File: src/rtl/seq_det_pkg.sv
// Shared types and helpers for the programmable serial pattern detector.
package seq_det_pkg;

    localparam int MAX_LEN_DEF = 8;
    localparam int LEN_W_DEF   = 4;
    localparam int CNT_W_DEF   = 8;
    localparam int MASK_W      = 32;

    typedef enum logic {ST_IDLE, ST_RUN} state_t;

    // Low-order mask of len ones; callers truncate to their pattern width.
    function automatic logic [MASK_W-1:0] len_mask(input int unsigned len);
        if (len >= MASK_W) return '1;
        return (MASK_W'(1) << len) - MASK_W'(1);
    endfunction

endpackage

File: src/rtl/seq_match_cmp.sv
// Masked history-vs-pattern compare with fill qualification; purely combinational.
module seq_match_cmp
    import seq_det_pkg::*;
#(
    parameter int MAX_LEN = MAX_LEN_DEF,
    parameter int LEN_W   = LEN_W_DEF
) (
    input  logic [MAX_LEN-1:0] hist_n,
    input  logic [MAX_LEN-1:0] pattern,
    input  logic [LEN_W-1:0]   len,
    input  logic [LEN_W-1:0]   fill_n,
    output logic               hit
);

    logic [MAX_LEN-1:0] mask;

    assign mask = MAX_LEN'(len_mask(32'(len)));
    assign hit  = (fill_n >= len) && (((hist_n ^ pattern) & mask) == '0);

endmodule

File: src/rtl/seq_det_prog.sv
// Run-time programmable serial bit-pattern detector with registered match
// pulse and saturating match counter.
module seq_det_prog
    import seq_det_pkg::*;
#(
    parameter int MAX_LEN = MAX_LEN_DEF,
    parameter int LEN_W   = LEN_W_DEF,
    parameter int CNT_W   = CNT_W_DEF
) (
    input  logic               clk,
    input  logic               reset,
    input  logic               cfg_load,
    input  logic [MAX_LEN-1:0] cfg_pattern,
    input  logic [LEN_W-1:0]   cfg_len,
    input  logic               cfg_overlap,
    input  logic               x_valid,
    input  logic               x,
    input  logic               cnt_clr,
    output logic               z,
    output logic [CNT_W-1:0]   match_count,
    output logic               cfg_err,
    output logic               armed
);

    state_t             state;
    logic [MAX_LEN-1:0] pattern;
    logic [LEN_W-1:0]   len;
    logic               overlap;
    logic [MAX_LEN-1:0] hist;
    logic [LEN_W-1:0]   fill;

    logic [MAX_LEN-1:0] hist_n;
    logic [LEN_W-1:0]   fill_n;
    logic               hit;
    logic               consume;
    logic               hit_run;
    logic               len_ok;

    assign hist_n  = {hist[MAX_LEN-2:0], x};
    assign fill_n  = (fill == LEN_W'(MAX_LEN)) ? fill : fill + LEN_W'(1);
    assign consume = (state == ST_RUN) && x_valid && !cfg_load;
    assign hit_run = consume && hit;
    assign len_ok  = (cfg_len != '0) && (cfg_len <= LEN_W'(MAX_LEN));

    seq_match_cmp #(
        .MAX_LEN (MAX_LEN),
        .LEN_W   (LEN_W)
    ) u_cmp (
        .hist_n  (hist_n),
        .pattern (pattern),
        .len     (len),
        .fill_n  (fill_n),
        .hit     (hit)
    );

    always_ff @(posedge clk or negedge reset) begin
        if (!reset) begin
            state       <= ST_IDLE;
            pattern     <= '0;
            len         <= '0;
            overlap     <= 1'b0;
            hist        <= '0;
            fill        <= '0;
            z           <= 1'b0;
            match_count <= '0;
            cfg_err     <= 1'b0;
            armed       <= 1'b0;
        end else begin
            z       <= 1'b0;
            cfg_err <= 1'b0;

            // Clear wins over a coincident hit; z still reports that hit.
            if (cnt_clr)
                match_count <= '0;
            else if (hit_run && match_count != '1)
                match_count <= match_count + CNT_W'(1);

            if (cfg_load) begin
                if (len_ok) begin
                    pattern <= cfg_pattern;
                    len     <= cfg_len;
                    overlap <= cfg_overlap;
                    hist    <= '0;
                    fill    <= '0;
                    state   <= ST_RUN;
                    armed   <= 1'b1;
                end else begin
                    cfg_err <= 1'b1;
                    state   <= ST_IDLE;
                    armed   <= 1'b0;
                end
            end else if (consume) begin
                hist <= hist_n;
                fill <= (hit && !overlap) ? '0 : fill_n;
                z    <= hit;
            end
        end
    end

endmodule

File: config.mk
export PLATFORM = sky130hd
export DESIGN_NAME = seq_det_prog
export DESIGN_NICKNAME = d
export VERILOG_FILES = /design/src/rtl/seq_det_pkg.sv /design/src/rtl/seq_match_cmp.sv /design/src/rtl/seq_det_prog.sv
export SDC_FILE = /design/constraint.sdc
export NUM_CORES = 1
export LEC_CHECK = 0
export CORE_ASPECT_RATIO = 1.75
export CORE_MARGIN = 2
export CORE_UTILIZATION = 58
export CTS_CLUSTER_DIAMETER = 50
export CTS_CLUSTER_SIZE = 12
export DETAILED_ROUTE_END_ITERATION = 16
export GPL_ROUTABILITY_DRIVEN = 0
export GPL_TIMING_DRIVEN = 0
export PLACE_DENSITY = 0.86
export RECOVER_POWER = 25
export SYNTH_ARGS = -nofsm -noshare
export SYNTH_HDL_FRONTEND = slang
export SYNTH_SLANG_ARGS = --single-unit
File: constraint.sdc
create_clock -name clk -period 4.3 [get_ports clk]
set_input_delay 1.29 -clock clk [delete_from_list [all_inputs] [get_ports clk]]
set_output_delay 1.29 -clock clk [all_outputs]
set_load 0.005 [all_outputs]
==> impl_metrics.xml <==
<?xml version="1.0" encoding="UTF-8"?>
<metrics>
  <group name="global_route">
    <metric name="grt_use_total" unit="%">25.0</metric>
    <metric name="grt_antenna_before_repair" unit="">0</metric>
    <metric name="first_global_vias" unit="">1566</metric>
    <metric name="grt_max_degree" unit="">36</metric>
    <metric name="grt_first_pass_wirelength" unit="um">6850</metric>
    <metric name="global_route.overflow_total" unit="">0</metric>
  </group>
  <group name="status">
    <metric name="status" unit="">complete, but fails checks</metric>
    <metric name="failing_checks" unit="">max-capacitance violations, max-slew violations</metric>
  </group>
  <group name="critical_path">
    <metric name="critPathRequiredTime" unit="ns">4.47</metric>
    <metric name="setup.worst_path.end_class" unit="">flip-flop</metric>
    <metric name="worst-path-max-fanout" unit="">10</metric>
    <metric name="timing.critical_path.arrival" unit="ns">3.31</metric>
    <metric name="crit_type" unit="">reg2reg</metric>
    <metric name="crit_path_start_kind" unit="">flip-flop</metric>
  </group>
  <group name="timing">
    <metric name="fin_worst_skew" unit="ns">0.00776</metric>
    <metric name="final-hold-violation-count" unit="">0</metric>
    <metric name="max_clock_freq" unit="MHz">319</metric>
    <metric name="fin_tns_setup" unit="ns">0</metric>
    <metric name="transition_at_the_pin_with_the_smallest_max_transition_slack" unit="ns">1.86</metric>
    <metric name="timing.slew.headroom" unit="%">-23.9</metric>
    <metric name="slew_violations" unit="">36</metric>
    <metric name="finalSetupViolCount" unit="">0</metric>
    <metric name="layout_worst_path_cycle_share" unit="%">73.0</metric>
    <metric name="grt_setup_unrepaired" unit="">no</metric>
    <metric name="min_period" unit="ns">3.14</metric>
  </group>
  <group name="floorplan">
    <metric name="core-area" unit="um^2">3290</metric>
    <metric name="die_h" unit="um">81.0</metric>
    <metric name="ios" unit="">30</metric>
    <metric name="floorplan.initialDensity" unit="%">59.7</metric>
    <metric name="placementRows" unit="">28</metric>
    <metric name="area_of_the_die" unit="um^2">3890</metric>
    <metric name="chip_width" unit="um">48.0</metric>
  </group>
  <group name="detailed_routing">
    <metric name="route.final.wire_length" unit="um">4140</metric>
    <metric name="remaining_drc_errors" unit="">0</metric>
    <metric name="avg_vias_per_cell" unit="">5.69</metric>
    <metric name="detailedRoute.firstIterationViolations" unit="">48</metric>
    <metric name="drtAntennaViolNets" unit="">0</metric>
    <metric name="route.detailed.wl_per_inst" unit="um">14.8</metric>
    <metric name="dr.pass1.iters" unit="">4</metric>
    <metric name="dr_total_vias" unit="">1588</metric>
  </group>
  <group name="power">
    <metric name="power-per-cell-area" unit="nW/um^2">357</metric>
    <metric name="vdd_ir_drop_max" unit="mV">0.276</metric>
    <metric name="power_leakage" unit="nW">1.04</metric>
  </group>
  <group name="cells_and_area">
    <metric name="finalCoreUtilization" unit="%">73.0</metric>
    <metric name="layout.cell_area.non_filler" unit="um^2">2400</metric>
    <metric name="number_of_diodes" unit="">0</metric>
    <metric name="syn2layout_area_growth" unit="%">22.4</metric>
    <metric name="layout.nets" unit="">260</metric>
    <metric name="layout-drive-gt1-share" unit="%">12.8</metric>
  </group>
  <group name="cts">
    <metric name="clock_latency" unit="ns">0.29</metric>
    <metric name="cts_inserted_buffers" unit="">5</metric>
    <metric name="cts-root-buf" unit="">sky130_fd_sc_hd__clkbuf_8</metric>
    <metric name="post_cts_resized" unit="">0</metric>
    <metric name="cts_tree" unit="">done</metric>
    <metric name="cts_max_level" unit="">2</metric>
    <metric name="postCtsSetupRepairBufs" unit="">0</metric>
    <metric name="clkSinkCount" unit="">35</metric>
    <metric name="cts.path.max_buffers" unit="">2</metric>
    <metric name="path_clk_slew" unit="ns">0.07</metric>
    <metric name="cts_hold_buffers" unit="">0</metric>
  </group>
  <group name="synthesis">
    <metric name="postSynthAreaPerCell" unit="um^2">9.97</metric>
    <metric name="synth_seq_area_share" unit="%">44.6</metric>
    <metric name="synth_cell_types" unit="">39</metric>
    <metric name="post_synth_fa_ha_maj_area_fraction" unit="%">5.10</metric>
    <metric name="synthMuxAreaShare" unit="%">9.62</metric>
    <metric name="syn_area" unit="um^2">1960</metric>
    <metric name="syn_inst" unit="">197</metric>
    <metric name="synth_xor_xnor_area_share" unit="%">5.35</metric>
    <metric name="yosys_register_bits" unit="">35</metric>
    <metric name="yosys.area_share.simple" unit="%">20.6</metric>
    <metric name="syn-num-nets" unit="">224</metric>
    <metric name="post_synthesis_compound_gate_area_fraction" unit="%">11.2</metric>
    <metric name="combinational_family_with_the_most_area_after_synthesis" unit="">simple AND/OR/NAND/NOR gates</metric>
    <metric name="synth-warning-count" unit="">0</metric>
  </group>
  <group name="flow_run">
    <metric name="cap_viol_max_count" unit="">1</metric>
  </group>
  <group name="placed_design">
    <metric name="detailedPlacementHpwl" unit="um">3130</metric>
    <metric name="place.port_buffers" unit="">29</metric>
    <metric name="postPlaceCellArea" unit="um^2">2310</metric>
  </group>
  <group name="min_path">
    <metric name="hp-class" unit="">reg2reg</metric>
  </group>
</metrics>
power breakdown:
part           leakage [nW]  switching, mW  total, mW  internal (mW)
Clock                0.0515          0.118      0.265          0.146
Sequential            0.457         0.0274      0.385          0.358
Combinational         0.534          0.111      0.209         0.0981
Total                  1.04          0.257      0.859          0.602
area by class of cell:
| class | count | area [um^2] |
|---|---|---|
| sequential | 35 | 876 |
| clock buffer | 8 | 100 |
| fill | 260 | 888 |
| multi-input combinational | 146 | 1020 |
| timing repair buffer | 29 | 284 |
| buffer | 7 | 36.3 |
| tap | 45 | 56.3 |
| inverter | 9 | 33.8 |
cell families after synthesis:
logic type	count (synthesis)
xor gates and xnor gates	12
muxes	17
DFF	35
and+or+nand+nor	77
buffers and inverters	16
adders and majority gates	8
AOI/OAI and AO/OA	32
synth_stat cells:
| cell type | number | area (um^2) |
|---|---|---|
| sky130_fd_sc_hd__dfrtp_1 | 35 | 876 |
| sky130_fd_sc_hd__nand2_1 | 21 | 78.8 |
| sky130_fd_sc_hd__mux2_2 | 15 | 169 |
| sky130_fd_sc_hd__nand3_1 | 14 | 70.1 |
| sky130_fd_sc_hd__a21oi_1 | 11 | 55.1 |
| sky130_fd_sc_hd__inv_1 | 9 | 33.8 |
| sky130_fd_sc_hd__nor2_1 | 9 | 33.8 |
| sky130_fd_sc_hd__ha_1 | 8 | 100 |
| sky130_fd_sc_hd__o21ai_0 | 7 | 35.0 |
| sky130_fd_sc_hd__nor3_1 | 6 | 30.0 |
| sky130_fd_sc_hd__xnor2_1 | 6 | 52.6 |
| sky130_fd_sc_hd__xor2_1 | 6 | 52.6 |
| sky130_fd_sc_hd__nand2b_1 | 5 | 31.3 |
| sky130_fd_sc_hd__and3_1 | 4 | 25.0 |
| sky130_fd_sc_hd__clkbuf_1 | 4 | 15.0 |
| sky130_fd_sc_hd__nor2b_1 | 4 | 25.0 |
| sky130_fd_sc_hd__a32o_1 | 3 | 30.0 |
| sky130_fd_sc_hd__nor4_1 | 3 | 18.8 |
| sky130_fd_sc_hd__o21a_1 | 3 | 22.5 |
| sky130_fd_sc_hd__buf_2 | 2 | 10.0 |
| sky130_fd_sc_hd__mux2i_1 | 2 | 20.0 |
| sky130_fd_sc_hd__o31ai_1 | 2 | 15.0 |
| sky130_fd_sc_hd__or4_1 | 2 | 15.0 |
| sky130_fd_sc_hd__a211oi_4 | 1 | 20.0 |
| sky130_fd_sc_hd__a221oi_1 | 1 | 8.76 |
| sky130_fd_sc_hd__a22o_1 | 1 | 8.76 |
| sky130_fd_sc_hd__and3b_1 | 1 | 8.76 |
| sky130_fd_sc_hd__buf_6 | 1 | 11.3 |
| sky130_fd_sc_hd__nand2_2 | 1 | 6.26 |
| sky130_fd_sc_hd__nand3b_1 | 1 | 7.51 |
| sky130_fd_sc_hd__nand4_1 | 1 | 6.26 |
| sky130_fd_sc_hd__nor4b_1 | 1 | 8.76 |
| sky130_fd_sc_hd__o21ba_2 | 1 | 10.0 |
| sky130_fd_sc_hd__o22ai_1 | 1 | 6.26 |
| sky130_fd_sc_hd__o311ai_1 | 1 | 8.76 |
| sky130_fd_sc_hd__or3_1 | 1 | 6.26 |
| sky130_fd_sc_hd__or3_4 | 1 | 11.3 |
| sky130_fd_sc_hd__or4_4 | 1 | 11.3 |
| sky130_fd_sc_hd__or4b_1 | 1 | 10.0 |
flip-flops by register name, summed over array words and instances (netlist names):
signal and flops:
match_count 8, pattern 8, hist 7, fill 4, len 4, cfg_err 1
overlap 1, state 1, z 1
per-layer routing:
layer	routed length, um	track usage, %
met5	0	0
met4	111	13.8
met2	2410	42.4
met1	1490	27.5
met3	134	4.67
stage by stage:
stage	worst slack (ns)	std cells	hold slack [ns]	total power [mW]
CTS	1.14	279	0.517	0.866
detailed placement	0.969	271	0.499	0.603
global route	0.936	279	0.541	0.908
global placement	1.00	271	0.490	0.596
finish	1.16	279	0.517	0.859
floorplan	1.49	197	0.480	0.532
placed cells by master, fill, tap and decap left out, drive strengths merged, types with 5 or more instances in the layout:
cell,Yosys,final
a21oi,11,11
clkbuf,4,13
clkdlybuf4s50,0,28
dfrtp,35,35
ha,8,8
inv,9,9
mux2,15,15
nand2,22,22
nand2b,5,5
nand3,14,14
nor2,9,9
nor3,6,6
o21ai,7,7
xnor2,6,6
xor2,6,6
worst paths after layout:
kind | from | to | slack (ns) | cells past startpoint
setup reg to reg | len[3]$_DFFE_PN0P_ | match_count[6]$_DFFE_PN0P_ | 1.16 | 10
hold reg to reg | overlap$_DFFE_PN0P_ | overlap$_DFFE_PN0P_ | 0.52 | 1
min in group asynchronous | reset | pattern[0]$_DFFE_PN0P_ | 1.50 | 1
max in group asynchronous | reset | cfg_err$_DFF_PN0_ | 1.72 | 1
hold / removal | overlap$_DFFE_PN0P_ | overlap$_DFFE_PN0P_ | 0.52 | 1
setup / recovery | len[3]$_DFFE_PN0P_ | match_count[6]$_DFFE_PN0P_ | 1.16 | 10
worst max-delay path: stages, from the launching register on:
cell and delay [ns]:
sky130_fd_sc_hd__dfrtp_1 0.36, sky130_fd_sc_hd__buf_2 0.17, sky130_fd_sc_hd__or4_4 0.55, sky130_fd_sc_hd__ha_1 0.25, sky130_fd_sc_hd__inv_1 0.13, sky130_fd_sc_hd__o21ai_0 0.10
sky130_fd_sc_hd__and3_1 0.19, sky130_fd_sc_hd__o311ai_1 0.58, sky130_fd_sc_hd__buf_2 0.33, sky130_fd_sc_hd__nor4_1 0.09, sky130_fd_sc_hd__mux2_2 0.27
(Power assumes the default switching activity.)
